--- src/rtl/game_turn_ctrl_pkg.sv ---
// Shared definitions for the ring turn controller.
// Contents:
//   state_t  - controller state encoding (IDLE=0, TURN=1, OVER=2)
//   LOSE_*   - loss-cause codes driven on lose_cause
//   clog2    - ceiling log2 with a floor of 1, used to size player indices
//              and move fields
package game_turn_ctrl_pkg;

  typedef enum logic [1:0] {
    IDLE = 2'd0,
    TURN = 2'd1,
    OVER = 2'd2
  } state_t;

  localparam logic [1:0] LOSE_NONE    = 2'b00;
  localparam logic [1:0] LOSE_ILLEGAL = 2'b01;
  localparam logic [1:0] LOSE_WRONG   = 2'b10;
  localparam logic [1:0] LOSE_TIMEOUT = 2'b11;

  // A width of at least one bit keeps degenerate parameter values legal.
  function automatic int clog2(input int value);
    int result;
    result = 0;
    for (int i = 0; i < 32; i++) begin
      if ((1 << result) < value) result++;
    end
    return (result < 1) ? 1 : result;
  endfunction

endpackage

--- src/rtl/game_turn_ctrl_if.sv ---
// Player-side bus of the turn controller.
// Inputs to the controller:  start, first_player, press, move
// Outputs of the controller: cur_player, turn_valid, game_over, loser,
//                            lose_cause, move_count, state_out
// Modports: master = stimulus / button logic side, slave = controller.
interface game_turn_ctrl_if
  import game_turn_ctrl_pkg::*;
#(
  parameter int N_PLAYERS = 6,
  parameter int MAX_STEP  = 2,
  parameter int CNT_W     = 8
);

  localparam int PW = clog2(N_PLAYERS);
  localparam int MW = 1 + clog2(MAX_STEP + 1);

  logic                    start;
  logic [PW-1:0]           first_player;
  logic [N_PLAYERS-1:0]    press;
  logic [N_PLAYERS*MW-1:0] move;

  logic [PW-1:0]           cur_player;
  logic                    turn_valid;
  logic                    game_over;
  logic [PW-1:0]           loser;
  logic [1:0]              lose_cause;
  logic [CNT_W-1:0]        move_count;
  logic [1:0]              state_out;

  modport master (
    output start, first_player, press, move,
    input  cur_player, turn_valid, game_over, loser, lose_cause,
           move_count, state_out
  );

  modport slave (
    input  start, first_player, press, move,
    output cur_player, turn_valid, game_over, loser, lose_cause,
           move_count, state_out
  );

endinterface

--- src/rtl/game_turn_ctrl_timer.sv ---
// Per-turn idle timer.
// Ports: clk, reset_n (async active-low), clear (restart from 0),
//        enable (a TURN cycle without a press by the current player),
//        expire (this enabled cycle is the last allowed one).
// TIMEOUT = 0 disables the timer: expire is constant 0.
module game_turn_timer
  import game_turn_ctrl_pkg::*;
#(
  parameter int TIMEOUT = 16
) (
  input  logic clk,
  input  logic reset_n,
  input  logic clear,
  input  logic enable,
  output logic expire
);

  localparam int            TW   = clog2(TIMEOUT + 1);
  localparam logic [TW-1:0] LAST = TW'((TIMEOUT > 0) ? TIMEOUT - 1 : 0);

  logic [TW-1:0] count;

  // Counts idle cycles; parks on LAST so a disabled or stale count never wraps.
  always_ff @(posedge clk or negedge reset_n) begin
    if (!reset_n) begin
      count <= '0;
    end else if (clear) begin
      count <= '0;
    end else if (enable && (count != LAST)) begin
      count <= count + 1'b1;
    end
  end

  assign expire = (TIMEOUT > 0) && enable && (count == LAST);

endmodule

--- src/rtl/game_turn_ctrl.sv ---
// N-player ring turn controller. Each legal press by the current player
// passes the turn forward or back by a signed step; a wrong-turn press,
// an illegal step or an idle timeout ends the game.
// Ports: clk, reset_n (async active-low), bus (game_turn_ctrl_if.slave)
//   bus inputs : start, first_player, press[N], move[N*MW]
//   bus outputs: cur_player, turn_valid, game_over, loser, lose_cause,
//                move_count, state_out (all registered)
module game_turn_ctrl
  import game_turn_ctrl_pkg::*;
#(
  parameter int N_PLAYERS = 6,
  parameter int MAX_STEP  = 2,
  parameter int TIMEOUT   = 16,
  parameter int CNT_W     = 8
) (
  input  logic clk,
  input  logic reset_n,
  game_turn_ctrl_if.slave bus
);

  localparam int          PW    = clog2(N_PLAYERS);
  localparam int          MW    = 1 + clog2(MAX_STEP + 1);
  localparam int          AW    = MW - 1;
  localparam logic [PW:0] N_EXT = (PW + 1)'(N_PLAYERS);

  state_t           state_q;
  logic [PW-1:0]    cur_q;
  logic             turn_valid_q;
  logic             game_over_q;
  logic [PW-1:0]    loser_q;
  logic [1:0]       cause_q;
  logic [CNT_W-1:0] count_q;

  logic [MW-1:0]        cur_code;
  logic                 own_press;
  logic [N_PLAYERS-1:0] wrong;
  logic                 wrong_any;
  logic [PW-1:0]        wrong_idx;
  logic [AW-1:0]        mag;
  logic                 legal;
  logic [PW:0]          sum;
  logic [PW-1:0]        next_player;
  logic [PW-1:0]        start_player;
  logic                 move_ok;
  logic                 timer_clear;
  logic                 timer_enable;
  logic                 timer_expire;

  // Move decode, wrong-turn detection and ring addition for the current player.
  always_comb begin
    cur_code  = '0;
    own_press = 1'b0;
    wrong     = '0;
    wrong_idx = '0;
    for (int i = 0; i < N_PLAYERS; i++) begin
      if (PW'(i) == cur_q) begin
        cur_code  = bus.move[i*MW +: MW];
        own_press = bus.press[i];
      end else begin
        wrong[i] = bus.press[i];
      end
    end
    // Scanning downward leaves the lowest offending index in wrong_idx.
    for (int i = N_PLAYERS - 1; i >= 0; i--) begin
      if (wrong[i]) wrong_idx = PW'(i);
    end
    wrong_any = |wrong;

    mag   = cur_code[AW-1:0];
    legal = (mag != '0) && (mag <= AW'(MAX_STEP));

    // Both directions stay below 2N, so one conditional subtract wraps the ring.
    if (cur_code[MW-1]) begin
      sum = {1'b0, cur_q} + (PW + 1)'(mag);
    end else begin
      sum = {1'b0, cur_q} + N_EXT - (PW + 1)'(mag);
    end
    if (sum >= N_EXT) sum = sum - N_EXT;
    next_player = sum[PW-1:0];

    start_player = ({1'b0, bus.first_player} >= N_EXT) ? '0 : bus.first_player;

    move_ok      = (state_q == TURN) && !wrong_any && own_press && legal;
    timer_clear  = bus.start || move_ok;
    timer_enable = (state_q == TURN) && !own_press && !bus.start;
  end

  game_turn_timer #(
    .TIMEOUT (TIMEOUT)
  ) u_timer (
    .clk     (clk),
    .reset_n (reset_n),
    .clear   (timer_clear),
    .enable  (timer_enable),
    .expire  (timer_expire)
  );

  // Game FSM; start wins over any press, wrong turn wins over the owner's move.
  always_ff @(posedge clk or negedge reset_n) begin
    if (!reset_n) begin
      state_q      <= IDLE;
      cur_q        <= '0;
      turn_valid_q <= 1'b0;
      game_over_q  <= 1'b0;
      loser_q      <= '0;
      cause_q      <= LOSE_NONE;
      count_q      <= '0;
    end else if (bus.start) begin
      state_q      <= TURN;
      cur_q        <= start_player;
      turn_valid_q <= 1'b1;
      game_over_q  <= 1'b0;
      loser_q      <= '0;
      cause_q      <= LOSE_NONE;
      count_q      <= '0;
    end else if (state_q == TURN) begin
      if (wrong_any) begin
        state_q      <= OVER;
        turn_valid_q <= 1'b0;
        game_over_q  <= 1'b1;
        loser_q      <= wrong_idx;
        cause_q      <= LOSE_WRONG;
      end else if (own_press && !legal) begin
        state_q      <= OVER;
        turn_valid_q <= 1'b0;
        game_over_q  <= 1'b1;
        loser_q      <= cur_q;
        cause_q      <= LOSE_ILLEGAL;
      end else if (own_press) begin
        cur_q <= next_player;
        if (count_q != '1) count_q <= count_q + 1'b1;
      end else if (timer_expire) begin
        state_q      <= OVER;
        turn_valid_q <= 1'b0;
        game_over_q  <= 1'b1;
        loser_q      <= cur_q;
        cause_q      <= LOSE_TIMEOUT;
      end
    end
  end

  assign bus.cur_player = cur_q;
  assign bus.turn_valid = turn_valid_q;
  assign bus.game_over  = game_over_q;
  assign bus.loser      = loser_q;
  assign bus.lose_cause = cause_q;
  assign bus.move_count = count_q;
  assign bus.state_out  = state_q;

endmodule

--- src/flat_wrapper.sv ---
// flat-port wrapper written by rule: the top's interface ports become plain ports
module game_turn_ctrl_flat import game_turn_ctrl_pkg::*;
#(
  parameter int N_PLAYERS = 6,
  parameter int MAX_STEP  = 2,
  parameter int TIMEOUT   = 16,
  parameter int CNT_W     = 8
)
  (clk, reset_n, bus_start, bus_first_player, bus_press, bus_move, bus_cur_player, bus_turn_valid, bus_game_over, bus_loser, bus_lose_cause, bus_move_count, bus_state_out);
  game_turn_ctrl_if #(.N_PLAYERS(N_PLAYERS), .MAX_STEP(MAX_STEP), .CNT_W(CNT_W)) bus_i ();
  input  logic clk;
  input  logic reset_n;
  input wire logic [$bits(bus_i.start)-1:0] bus_start;
  input wire logic [$bits(bus_i.first_player)-1:0] bus_first_player;
  input wire logic [$bits(bus_i.press)-1:0] bus_press;
  input wire logic [$bits(bus_i.move)-1:0] bus_move;
  output wire logic [$bits(bus_i.cur_player)-1:0] bus_cur_player;
  output wire logic [$bits(bus_i.turn_valid)-1:0] bus_turn_valid;
  output wire logic [$bits(bus_i.game_over)-1:0] bus_game_over;
  output wire logic [$bits(bus_i.loser)-1:0] bus_loser;
  output wire logic [$bits(bus_i.lose_cause)-1:0] bus_lose_cause;
  output wire logic [$bits(bus_i.move_count)-1:0] bus_move_count;
  output wire logic [$bits(bus_i.state_out)-1:0] bus_state_out;
  assign bus_i.start = bus_start;
  assign bus_i.first_player = bus_first_player;
  assign bus_i.press = bus_press;
  assign bus_i.move = bus_move;
  assign bus_cur_player = bus_i.cur_player;
  assign bus_turn_valid = bus_i.turn_valid;
  assign bus_game_over = bus_i.game_over;
  assign bus_loser = bus_i.loser;
  assign bus_lose_cause = bus_i.lose_cause;
  assign bus_move_count = bus_i.move_count;
  assign bus_state_out = bus_i.state_out;
  game_turn_ctrl #(.N_PLAYERS(N_PLAYERS), .MAX_STEP(MAX_STEP), .TIMEOUT(TIMEOUT), .CNT_W(CNT_W)) u_core (.clk(clk), .reset_n(reset_n), .bus(bus_i));
endmodule
--- config.mk ---
export PLATFORM = sky130hd
export DESIGN_NAME = game_turn_ctrl_flat
export DESIGN_NICKNAME = d
export VERILOG_FILES = /design/src/rtl/game_turn_ctrl_pkg.sv /design/src/rtl/game_turn_ctrl_if.sv /design/src/rtl/game_turn_ctrl_timer.sv /design/src/rtl/game_turn_ctrl.sv /design/src/flat_wrapper.sv
export SDC_FILE = /design/constraint.sdc
export NUM_CORES = 1
export LEC_CHECK = 0
export ABC_AREA = 0
export CAP_MARGIN = 10
export CORE_MARGIN = 2
export CORE_UTILIZATION = 30
export DETAILED_ROUTE_END_ITERATION = 8
export GPL_TIMING_DRIVEN = 0
export PLACE_DENSITY = 0.52
export SYNTH_ARGS = -nofsm -noshare
export SYNTH_HDL_FRONTEND = slang
export SYNTH_SLANG_ARGS = --single-unit
--- constraint.sdc ---
create_clock -name clk -period 5 [get_ports clk]
set_input_delay 1.5 -clock clk [delete_from_list [all_inputs] [get_ports clk]]
set_output_delay 1.5 -clock clk [all_outputs]
set_load 0.1 [all_outputs]
==> out/metrics.csv, run 1 <==
metric,value,unit
outcome,completed,
synth_edf_count,0,
synth_common_cells,"dfrtp_1, inv_1, nor2_1",
area_delta_synth_final,33.2,%
die_h,84.9,um
clock_path_buffers,2,
synth_fp_nets,257,
drive_gt1_frac,0.104,
p_leak,1.07,nW
maxCapViolations,0,
h-tree-depth,1,
multi_input_area,0.00123,sq mm
synth.largest_area_cell,dfrtp_1,
grt_usage,0.148,
finalNetCount,311,
grt_max_degree,24,
clock_latency,270,ps
drv_slew,0,
ys_ff_latch,23,
nFillCells,631,
avgViaCountPerCell,5.21,
wl_per_cell,14.8,um
dr.pass1.iters,4,
synth_cell_types,62,
postCtsResizedCells,0,
clk_pin_slew,90,ps
netlist_area,0.00197,sq mm
synthTopCellsByArea,"dfrtp_1, ha_1, mux2i_1, inv_1, nor2_1",
dp_hpwl,3.83,mm
regArea,576,sq um
vias,1801,
crit_start,bus_move[4],
setup_viol,0,
rsz0062_at_grt,false,
grt_pass1_wl,8.85,mm
cts_setup_buffers,0,
p_total,0.829,mW
drt_iter0_markers,58,
start_util,0.310,
ys_async_sr_fraction,1.00,
final_cells,346,
worstPathRequired,5200,ps
ys_seq_area_frac,0.293,
synth_top_cell_area_share,0.293,
endpoint_kind,flip-flop,
drc,0,
worstRegToRegCells,12,
place_ws,466,ps
clock-sinks,23,
fin_worst_skew,4.01,ps
pin_count,50,
reg2reg_to,u_core.bus.cur_player[1]$_DFFE_PN0P_,
fin_crit_sh,0.846,
tritoncts,yes,
place.port_buffers,48,
postSynthCellCount,216,
crit_fanout,4,
root_buffer,clkbuf_8,
yosys_warnings,0,
fin_ws,768,ps
hold_depth,2,
max_freq,236,MHz
hold_violations,0,
synthFlopType,dfrtp_1,
r2r_setup_slack,1620,ps
antenna_found_initial,0,
yosysMostFrequentCell,dfrtp_1,
ctsHoldBuffers,0,
critPathLaunchType,primary input,
diodes,0,
worstSetupPathType,primary input to flip-flop,
ir_drop,0.152,mV
die_area,0.00722,sq mm
num_rows,29,
routed_wl,5.12,mm
r2r_start,u_core.bus.cur_player[2]$_DFFE_PN0P_,
antenna_left,0,
cts_buffers,3,
routabilityCongestion,0.765,
syn_avg_cell_area,9.10,sq um
die_w,84.9,um
fin_util,0.412,
core_area,0.00635,sq mm
crit_arrival,4430,ps
crit_path_end,u_core.bus.cur_player[1]$_DFFE_PN0P_,
min_path_type,flip-flop to flip-flop,
grt-ovfl-total,0,
slew_headroom,0.340,
powerDensity,317,mW/mm^2
setup_tns,0,ps
min_period,4230,ps
dp.cells,341,
grt_pass1_vias,1854,
tightest_slew,987,ps
-- cell type report --
class | instances | share of cell area
plain buffers | 11 | 0.0282
clock buffers | 3 | 0.0158
clock inverters | 1 | 0.00287
inverters | 22 | 0.0315
multi-input cells | 160 | 0.471
flip-flops and latches | 23 | 0.220
well taps | 77 | 0.0368
repair buffers | 49 | 0.194
-- worst max-delay path: stages --
cell	delay (ps)
clkdlybuf4s50_1	460
mux2i_1	70
a211oi_1	390
o32ai_4	170
inv_1	130
ha_1	250
ha_1	210
fa_1	460
nand2b_1	160
mux2i_1	120
mux2i_1	90
o41ai_1	260
o21bai_1	150
-- flip-flops by register name (all words and copies together) (netlist names) --
signal,cells
u_core.bus.state_out,1
u_core.bus.loser,3
u_core.bus.cur_player,3
u_core.bus.lose_cause,2
u_core.bus.game_over,1
u_core.u_timer.count,5
u_core.bus.move_count,8
-- cell usage in the layout (no fill, tap or decap), types with 4 or more instances in the layout --
cell / n
ha_1: 9
o22ai_1: 4
o21ai_0: 8
nand3_1: 9
nand2_1: 12
nor2b_1: 7
dfrtp_1: 23
a31oi_1: 5
nand2b_1: 5
a21oi_1: 5
mux2i_1: 8
clkbuf_1: 4
nor2_1: 15
clkdlybuf4s50_1: 48
inv_1: 21
-- layer usage --
metal  global-route usage  vias up  share of wire
li1                     -      900              -
met1                0.200      853           0.50
met2                0.249       44           0.45
met3               0.0233        4          0.051
met4               0.0332        0         0.0063
met5                    0        -              0
-- per-stage QoR --
step / hold WS [ps] / cell area [sq um]
2_1_floorplan: 514 / 1970
3_3_place_gp: 517 / 2540
3_5_place_dp: 520 / 2540
4_1_cts: 535 / 2590
5_1_grt: 563 / 2620
6_report: 531 / 2620
-- logic make-up (layout without fill, tap and decap cells) --
group,Yosys count,in the layout,synth area share
AND/OR/NAND/NOR,72,72,0.198
adder cells (fa/ha/maj),11,11,0.0777
multiplexers,17,17,0.104
AO/OA/AOI/OAI,55,55,0.226
flip-flops,23,23,0.293
XOR/XNOR,5,5,0.0223
buffers and inverters,33,86,0.0796
-- how the worst min path moves through the flow --
| stage | startpoint | end | slack, ps |
|---|---|---|---|
| after floorplan | u_core.u_timer.count[3]$_DFFE_PN0P_ | u_core.u_timer.count[3]$_DFFE_PN0P_ | 510 |
| after global placement | u_core.bus.lose_cause[0]$_DFFE_PN0P_ | u_core.bus.lose_cause[0]$_DFFE_PN0P_ | 520 |
| after detailed placement | u_core.bus.lose_cause[0]$_DFFE_PN0P_ | u_core.bus.lose_cause[0]$_DFFE_PN0P_ | 520 |
| after CTS | u_core.bus.lose_cause[0]$_DFFE_PN0P_ | u_core.bus.lose_cause[0]$_DFFE_PN0P_ | 530 |
| after global routing | u_core.bus.loser[2]$_DFFE_PN0P_ | u_core.bus.loser[2]$_DFFE_PN0P_ | 560 |
| final | u_core.bus.lose_cause[0]$_DFFE_PN0P_ | u_core.bus.lose_cause[0]$_DFFE_PN0P_ | 530 |
-- power breakdown --
group          total (mW)  switching [mW]  internal [mW]  leakage (nW)
sequential          0.224          0.0198          0.205         0.311
clock               0.124          0.0679         0.0566        0.0217
combinational       0.481           0.320          0.161         0.733
total               0.829           0.407          0.422          1.07
Note: power is estimated with default switching activity, not from simulation.
==> run 2: changes to the inputs <==
Clock period 5 ns to 4.1 ns, I/O delays scaled along.
==> run 2 against run 1 <==
Net effect: die area unchanged; power increased by 24%; sequential power increased by 22%; sequential share of layout area decreased by 0.35 points; via count about the same.
==> out/metrics.csv, run 2 (same netlist as run 1, synthesis figures left out) <==
metric,value,unit,change
vias,1802,,+0.056%
largest_reg_flops,8,,unchanged
fin_crit_sh,0.958,,
drt_iter0_markers,51,,-12%
die_h,84.9,um,unchanged
drv_slew,0,,unchanged
crit_arrival,4130,ps,-300 ps
fin_worst_skew,1.87,ps,-2.13 ps
min_path_type,flip-flop to flip-flop,,
area_delta_synth_final,35.4,%,
nFillCells,631,,unchanged
p_leak,1.09,nW,+2.3%
place.port_buffers,48,,unchanged
finalNetCount,315,,+1.3%
critPathLaunchType,primary input,,
clk_pin_slew,90,ps,about the same
grt_pass1_vias,1854,,unchanged
maxCapViolations,0,,unchanged
min_period,3930,ps,
h-tree-depth,1,,unchanged
clock-sinks,23,,unchanged
hold_violations,0,,unchanged
routed_wl,5.21,mm,+1.8%
drive_gt1_frac,0.125,,+0.0205
root_buffer,clkbuf_8,,
layout_common_cells,"clkdlybuf4s50_1, dfrtp_1, inv_1",,
endpoint_kind,flip-flop,,
antenna_left,0,,unchanged
worstPathRequired,4300,ps,-900 ps
dp.cells,341,,unchanged
dp_hpwl,3.83,mm,unchanged
slew_headroom,0.329,,-0.0109
start_util,0.310,,unchanged
die_w,84.9,um,unchanged
setup_tns,0,ps,unchanged
powerDensity,387,mW/mm^2,+22%
crit_fanout,4,,unchanged
wl_per_cell,14.9,um,+0.63%
hold_ws,531,ps,+0.0310 ps
mostFrequentLayoutCell,clkdlybuf4s50_1,,
setup_viol,0,,unchanged
grt_usage,0.148,,unchanged
cts_buffers,3,,unchanged
drc,0,,unchanged
worstSetupPathType,primary input to flip-flop,,
avgViaCountPerCell,5.15,,-1.1%
final_cells,350,,+1.2%
antenna_found_initial,0,,unchanged
outcome,completed,,
grt_max_degree,24,,unchanged
ctsHoldBuffers,0,,unchanged
num_rows,29,,unchanged
dr.pass1.iters,4,,unchanged
clock_latency,270,ps,about the same
diodes,0,,unchanged
core_area,0.00635,sq mm,unchanged
pin_count,50,,unchanged
grt_pass1_wl,8.85,mm,unchanged
max_freq,255,MHz,
clock_path_buffers,2,,unchanged
grt-ovfl-total,0,,unchanged
tightest_slew,1000,ps,+16.2 ps
ir_drop,0.185,mV,+22%
routabilityCongestion,0.765,,unchanged
die_area,0.00722,sq mm,unchanged
tritoncts,yes,,
## run 2: cell types whose count changed in the layout (fill, tap and decap cells not counted)
cell / change
buf_4: +4
a211oi_1: -1
a211oi_2: +1
o41ai_1: -1
o41ai_2: +1
## run 2: stage by stage
stage | utilization | power (mW) | area, sq um | setup WS (ps)
4_1_cts | 0.408 | 1.03 | 2590 | 101
3_3_place_gp | 0.400 | 0.865 | 2540 | -180
5_1_grt | 0.419 | 1.10 | 2660 | -31.5
3_5_place_dp | 0.400 | 0.867 | 2540 | -164
6_report | 0.419 | 1.03 | 2660 | 173
2_1_floorplan | - | 0.716 | 1970 | 340
## run 2: path summary, 6_finish.rpt
check / from / end / slack [ps] / cells after the start
worst max-delay path: bus_move[4] / u_core.bus.cur_player[1]$_DFFE_PN0P_ / 170 / 13
worst min-delay path: u_core.bus.lose_cause[0]$_DFFE_PN0P_ / u_core.bus.lose_cause[0]$_DFFE_PN0P_ / 530 / 2
worst max register to register: u_core.bus.cur_player[2]$_DFFE_PN0P_ / u_core.bus.cur_player[1]$_DFFE_PN0P_ / 820 / 12
worst min register to register: u_core.bus.lose_cause[0]$_DFFE_PN0P_ / u_core.bus.lose_cause[0]$_DFFE_PN0P_ / 530 / 2
max in group asynchronous: reset_n / u_core.bus.lose_cause[0]$_DFFE_PN0P_ / 2440 / 2
min in group asynchronous: reset_n / u_core.bus.move_count[6]$_DFFE_PN0P_ / 1240 / 1
## run 2: routing by layer
layer / up-vias / GRT usage / share of wire / wire length (um)
met5: - / 0 / 0 / 0
met4: 0 / 0.0332 / 0.0031 / 16
met3: 2 / 0.0233 / 0.052 / 269
met2: 46 / 0.249 / 0.46 / 2370
met1: 847 / 0.200 / 0.49 / 2550
li1: 907 / - / - / -
## run 2: worst max-delay path, cell delays in order
cell	delay, ps
clkdlybuf4s50_1	400
mux2i_1	170
a211oi_2	110
o32ai_4	340
inv_1	140
ha_1	300
ha_1	210
fa_1	460
nand2b_1	170
mux2i_1	130
mux2i_1	100
o41ai_2	220
o21bai_1	150
## run 2: area by class of cell
class                           instances  area [sq um]  area share
Buffer                                 11          73.8      0.0277
Clock buffer                            3          41.3      0.0155
Clock inverter                          1          7.51     0.00282
Inverter                               22          82.6      0.0310
Multi-Input combinational cell        160          1250       0.468
Sequential cell                        23           576       0.216
Tap cell                               77          96.3      0.0362
Timing Repair Buffer                   53           538       0.202
## run 2: repair_timing
| item | 4_1_cts | 5_1_grt |
|---|---|---|
| endpoints found under the setup margin | 0 | 1 |
| gates resized for setup | 0 | 2 |
| setup buffers | 0 | 4 |
## run 2: power by group
part,total [mW],switching (mW),internal (mW)
Sequential,0.274,0.0241,0.249
Clock,0.152,0.0831,0.0689
Combinational,0.603,0.397,0.207
==> run 3: changes to the inputs <==
Settings changed: PLACE_DENSITY 0.52 to 0.54.
Clock period 4.1 ns to 3.35 ns, I/O delays scaled along.
==> run 3 against run 2 <==
Net effect: utilization rose by 1.4 points; register-to-register slack got worse by 590 ps; clock-buffer cell count stayed put; combinational power up 33%; via count rose by 1.3%; die area stayed put; non-clock buffer count down 1; clock power up 24%; final area rose by 3.2%.
==> out/metrics.csv, run 3 (same netlist as run 1, synthesis figures left out) <==
metric,value,unit,change
routed_wl,5.28,mm,+1.3%
grt_pass1_vias,1783,,-3.8%
min_period,3250,ps,
crit_arrival,3380,ps,-750 ps
die_w,84.9,um,unchanged
critPathLaunchType,primary input,,
clkPwrFrac,0.141,,-0.007
pin_count,50,,unchanged
dp_hpwl,3.86,mm,+0.55%
setup_viol,0,,unchanged
layout_common_cells,"clkdlybuf4s50_1, dfrtp_1, inv_1",,
fin_crit_sh,0.969,,
largest_reg_flops,8,,unchanged
grt_pass1_wl,8.70,mm,-1.7%
min_path_type,flip-flop to flip-flop,,
max_freq,308,MHz,
core_area,0.00635,sq mm,unchanged
mostFrequentLayoutCell,clkdlybuf4s50_1,,
ir_drop,0.333,mV,+79%
crit_path_top_delay_cell,fa_1,,
start_util,0.310,,unchanged
drive_gt1_frac,0.206,,+0.0813
wl_per_cell,15.1,um,+1.6%
rsz0062_at_grt,true,,
pwr-share-comb,0.606,,+0.020
grt_usage,0.144,,-0.00333
tritoncts,yes,,
clock-sinks,23,,unchanged
place_ws,-682,ps,-518 ps
dr.pass1.iters,4,,unchanged
internal-power,0.681,mW,+30%
worstSetupPathType,primary input to flip-flop,,
drc,0,,unchanged
p_leak,1.12,nW,+2.8%
antenna_found_initial,0,,unchanged
antenna_left,0,,unchanged
power.share.sequential,0.253,,-0.013
powerDensity,484,mW/mm^2,+25%
h-tree-depth,1,,unchanged
hold_violations,0,,unchanged
cp_top_family,adder cells,,
slew_headroom,0.267,,-0.0617
slowest_delay,460,ps,about the same
die_h,84.9,um,unchanged
tightest_slew,1100,ps,+92.2 ps
crit_fanout,3,,-1
cts_buffers,3,,unchanged
endpoint_kind,flip-flop,,
outcome,completed,,
routabilityCongestion,0.818,,+6.9%
r2r_setup_slack,230,ps,-590 ps
die_area,0.00722,sq mm,unchanged
switching_share,0.488,,-0.00199
avgViaCountPerCell,5.23,,+1.6%
path_cells,dlygate4sd2_1 -> nor3b_4 -> o32ai_4 -> inv_2 -> ha_4 -> ha_4 -> fa_1 -> buf_4 -> mux2i_1 -> mux2_4 -> a31oi_4 -> a22oi_1,,
cp.buffers_inverters,3,,+1
worstRegToRegCells,13,,+1
ctsHoldBuffers,0,,unchanged
place.port_buffers,48,,unchanged
clock_path_buffers,2,,unchanged
vias,1826,,+1.3%
area_delta_synth_final,39.8,%,
num_rows,29,,unchanged
diodes,0,,unchanged
r2r_start,u_core.bus.cur_player[1]$_DFFE_PN0P_,,
clock_latency,270,ps,about the same
worstPathRequired,3480,ps,-820 ps
crit_start,bus_move[7],,
drv_slew,0,,unchanged
clk_pin_slew,90,ps,about the same
path_depth,12,,-1
grt-ovfl-total,0,,unchanged
root_buffer,clkbuf_8,,
p_switching,0.649,mW,+29%
fin_worst_skew,1.82,ps,-0.0566 ps
grt_max_degree,24,,unchanged
crit_path_end,u_core.bus.cur_player[2]$_DFFE_PN0P_,,
maxCapViolations,0,,unchanged
fin_ws,103,ps,-69.5 ps
reg2reg_to,u_core.bus.cur_player[2]$_DFFE_PN0P_,,
dpl_cell_area,0.00255,sq mm,+0.34%
finalNetCount,314,,-0.32%
finalInstanceArea,0.00275,sq mm,+3.2%
cpMostUsedCell,ha_4,,
drt_iter0_markers,59,,+16%
## run 3: how the worst min path moves through the flow
stage                                         startpoint                                   end  cells past startpoint
detailed placement  u_core.bus.lose_cause[0]$_DFFE_PN0P_  u_core.bus.lose_cause[0]$_DFFE_PN0P_                      2
floorplan            u_core.u_timer.count[3]$_DFFE_PN0P_   u_core.u_timer.count[3]$_DFFE_PN0P_                      2
CTS                 u_core.bus.lose_cause[0]$_DFFE_PN0P_  u_core.bus.lose_cause[0]$_DFFE_PN0P_                      2
global route        u_core.bus.lose_cause[0]$_DFFE_PN0P_  u_core.bus.lose_cause[0]$_DFFE_PN0P_                      2
finish              u_core.bus.lose_cause[0]$_DFFE_PN0P_  u_core.bus.lose_cause[0]$_DFFE_PN0P_                      2
global placement    u_core.bus.lose_cause[0]$_DFFE_PN0P_  u_core.bus.lose_cause[0]$_DFFE_PN0P_                      2
## run 3: repair_timing
action	in CTS	in global routing
hold endpoints to repair	0	0
setup buffers	4	0
resized for setup	34	14
setup endpoints to repair	3	11
pin swaps	11	11
## run 3: layout make-up
cell class | instances | area [sq um]
clock inverters | 1 | 7.51
inverters | 22 | 82.6
multi-input cells | 160 | 1360
fillers | 640 | 3600
flip-flops and latches | 23 | 582
clock buffers | 3 | 41.3
plain buffers | 11 | 77.6
well taps | 77 | 96.3
repair buffers | 52 | 502
## run 3: per-stage QoR
stage               utilization  std cells  hold WS (ps)  TNS [ps]  power, mW
floorplan                     -        216           514         0      0.878
global placement          0.402        341           516     -4170       1.06
detailed placement        0.402        341           516     -4110       1.06
CTS                       0.423        349           530         0       1.29
global route              0.433        349           565     -18.3       1.41
finish                    0.433        349           529         0       1.33
## run 3: power by group through the flow
stage	Clock, mW	Sequential [mW]	Combinational [mW]
after global placement	0	0.344	0.715
after floorplan	0	0.521	0.357
after global routing	0.203	0.342	0.865
after CTS	0.191	0.338	0.765
after detailed placement	0	0.344	0.719
final	0.188	0.337	0.805
## run 3: metal layers
layer / track usage / vias to the layer above / routed length, um / share of wire
li1: - / 904 / - / -
met1: 0.205 / 873 / 2610 / 0.49
met2: 0.234 / 42 / 2400 / 0.46
met3: 0.0204 / 7 / 228 / 0.043
met4: 0.0303 / 0 / 36 / 0.0068
met5: 0 / - / 0 / 0
## run 3: worst reg2reg max path: stages, from the launching register on
cell and delay, ps:
dfrtp_4 450, buf_4 150, nand3b_1 280, o21ai_2 120, o32ai_4 290, inv_2 100, ha_4 230, ha_4 150
fa_1 460, buf_4 150, mux2i_1 100, mux2_4 280, a31oi_4 130, a22oi_1 80
==> edit (flow settings as in run 3) <==
`CNT_W` is set to 8 in 3 places; all go to 12.
--- a/src/rtl/game_turn_ctrl_if.sv
+++ b/src/rtl/game_turn_ctrl_if.sv
@@ -9,5 +9,5 @@
   parameter int N_PLAYERS = 6,
   parameter int MAX_STEP  = 2,
-  parameter int CNT_W     = 8
+  parameter int CNT_W     = 12
 );
 
--- a/src/rtl/game_turn_ctrl.sv
+++ b/src/rtl/game_turn_ctrl.sv
@@ -12,5 +12,5 @@
   parameter int MAX_STEP  = 2,
   parameter int TIMEOUT   = 16,
-  parameter int CNT_W     = 8
+  parameter int CNT_W     = 12
 ) (
   input  logic clk,
--- a/src/flat_wrapper.sv
+++ b/src/flat_wrapper.sv
@@ -5,5 +5,5 @@
   parameter int MAX_STEP  = 2,
   parameter int TIMEOUT   = 16,
-  parameter int CNT_W     = 8
+  parameter int CNT_W     = 12
 )
   (clk, reset_n, bus_start, bus_first_player, bus_press, bus_move, bus_cur_player, bus_turn_valid, bus_game_over, bus_loser, bus_lose_cause, bus_move_count, bus_state_out);
Ports: changed (resized bus_move_count); port bits go from 50 to 54. No check against the original RTL was run, so the function may have changed too.
==> edit against run 3 <==
- synthesized area increased by 17%
- first-iteration DRC count increased by 130%
- non-clock buffer count increased by 15
- worst setup slack got worse by 0.035 ns
- design area increased by 19%
- sequential cell count increased by 4
- critical path depth unchanged
- cell count increased by 22%
- total power decreased by 10%
- wire length increased by 28%
- sequential power increased by 8.3%
- global-route usage increased by 1.8 points
==> edit: results (changes against run 3) <==
sw power = 0.521 mW (-20%)
XOR/XNOR share of the synthesized area = 2.67% (+0.44 points)
worst r2r src = u_core.bus.cur_player[0]
fillers = 728 (+14%)
HP Start = u_core.u_timer.count[3]
share of cells above drive strength 1 = 19.6% (-0.96 points)
critical path fanouts, max = 2 (-1)
Slew headroom = 32.5% (+5.8 points)
First-pass DRT Iterations = 4 (unchanged)
Nets = 368 (+17%)
number of global-route vias before repair = 2,222 (+25%)
top post-synthesis cells by area = dfrtp_1, mux2i_1, ha_1, nand2_1, a21oi_1
CP delay by family, top = buffers and inverters
Clock Latency Late Sink = 0.28 ns
gpl congestion = 0.829 (+1.3%)
HPWL Detailed = 4840 um (+26%)
mux share of post-synthesis cell area = 10.1% (-0.30 points)
post-layout util = 44.4% (+1.2 points)
n_diodes = 0 (unchanged)
R2R setup slack = 0.17 ns (-0.06 ns)
Total GRT Usage = 16.3% (+1.8 points)
Clk Tree Root Cell = clkbuf_8
Critical Path AT = 3.44 ns (+0.06 ns)
Port Buf Inserts = 52 (+8.3%)
Vias = 2,309 (+26%)
Area after DPL = 2980 um^2 (+17%)
clk_skew = 0.00871 ns (+0.00690 ns)
Seq/Total Area, Yosys = 29.4% (+0.13 points)
Final Routed Wirelength = 6760 um (+28%)
Slowest-stage cell, CP = fa_1
maximum VDD drop = 132 uV (-60%)
largest net degree at the start of global routing = 19 (-21%)
Leak Pwr = 1.29 nW (+15%)
Worst Hold Endpoint = u_core.u_timer.count[3]
Worst Reg-to-Reg Cells = 15 (+2)
max reg flops = 12 (+4)
cts bufs inserted = 3 (unchanged)
Yosys cell types = 67 (+8.1%)
syn nets = 299 (+16%)
synth cell count leaders = dfrtp_1, nand2_1, nor2_1
1st-iter DRT viols = 138 (+130%)
adder-cell share of the synthesized area = 6.64% (-1.1 points)
dominant synthesized flop cell = dfrtp_1
Ys Warns = 0 (unchanged)
Synth Area in Compound Gates = 26.0% (+3.4 points)
first-pass GRT wire length = 11,300 um (+30%)
status = complete, no violations
==> edit: cell types whose count changed in the layout (fill, tap and decap cells not counted), sizes merged, moves of 5 or more <==
| cell | delta |
|---|---|
| a21oi | +10 |
| inv | -10 |
| nand2 | +9 |
| mux2i | +8 |
| buf | +7 |
| clkdlybuf4s50 | +6 |
| dlymetal6s2s | +6 |
| clkdlybuf4s15 | -5 |
==> edit: how the worst max path moves through the flow <==
stage                             from                   endpoint  slack, ns  depth (start not counted)
final                      bus_move[7]   u_core.bus.cur_player[2]       0.07                         12
after global routing      bus_press[2]  u_core.bus.move_count[11]      -0.06                          7
after CTS                  bus_move[3]   u_core.bus.cur_player[2]      -0.06                         14
after detailed placement  bus_move[16]   u_core.bus.cur_player[2]      -0.76                         11
after global placement    bus_move[16]   u_core.bus.cur_player[2]      -0.71                         11
after floorplan           bus_move[16]   u_core.bus.cur_player[2]       0.01                         10
==> edit: power by group through the flow <==
stage	Sequential [mW]	Clock, mW	Combinational [mW]
finish	0.365	0.196	0.631
global route	0.368	0.217	0.677
CTS	0.365	0.201	0.583
detailed placement	0.372	0	0.555
global placement	0.371	0	0.546
floorplan	0.486	0	0.287
==> edit: logic make-up (layout without fill, tap and decap cells) <==
group,count (synthesis),count (layout)
AND/OR/NAND/NOR,88,88
AO/OA/AOI/OAI,77,77
flip-flops,27,27
buffers and inverters,27,95
multiplexers,21,21
adder cells (fa/ha/maj),11,11
XOR/XNOR,7,7
==> edit: worst reg2reg max path: stages (launching register included) <==
cell	delay [ns]
dfrtp_4	0.50
buf_6	0.16
clkbuf_4	0.20
inv_1	0.22
nor2_1	0.09
nor2_1	0.13
o22ai_2	0.11
buf_4	0.18
ha_1	0.17
inv_1	0.07
ha_2	0.17
fa_1	0.45
mux2i_1	0.15
mux2_4	0.26
mux2i_1	0.13
o21ai_1	0.09
==> edit: metrics by stage <==
step	setup WS [ns]	instances	hold WS (ns)	setup TNS [ns]
finish	0.0680	425	0.548	0
global route	-0.0628	425	0.588	-0.0766
CTS	-0.0593	418	0.559	-0.0593
detailed placement	-0.755	410	0.531	-4.87
global placement	-0.713	409	0.523	-4.43
floorplan	0.0137	258	0.497	0
==> edit: cell type report <==
class / count / share of cell area, %
multi-input combinational: 204 / 49.9
sequential: 27 / 21.0
timing repair buffer: 64 / 19.9
tap: 99 / 3.80
buffer: 14 / 2.38
inverter: 13 / 1.50
clock buffer: 3 / 1.27
clock inverter: 1 / 0.230
==> edit: what timing repair did <==
action	in CTS	in global routing
pin swaps	8	17
resized for setup	14	28
hold buffers	0	0
setup buffers	4	7
endpoints found under the setup margin	4	13
==> edit: layer usage <==
metal,global-route usage (%),up-vias,share of wire [%]
met4,4.17,0,1.2
met2,24.3,69,44
met1,24.4,1120,50
met3,2.41,8,4.9
li1,-,1112,-
met5,0,-,0
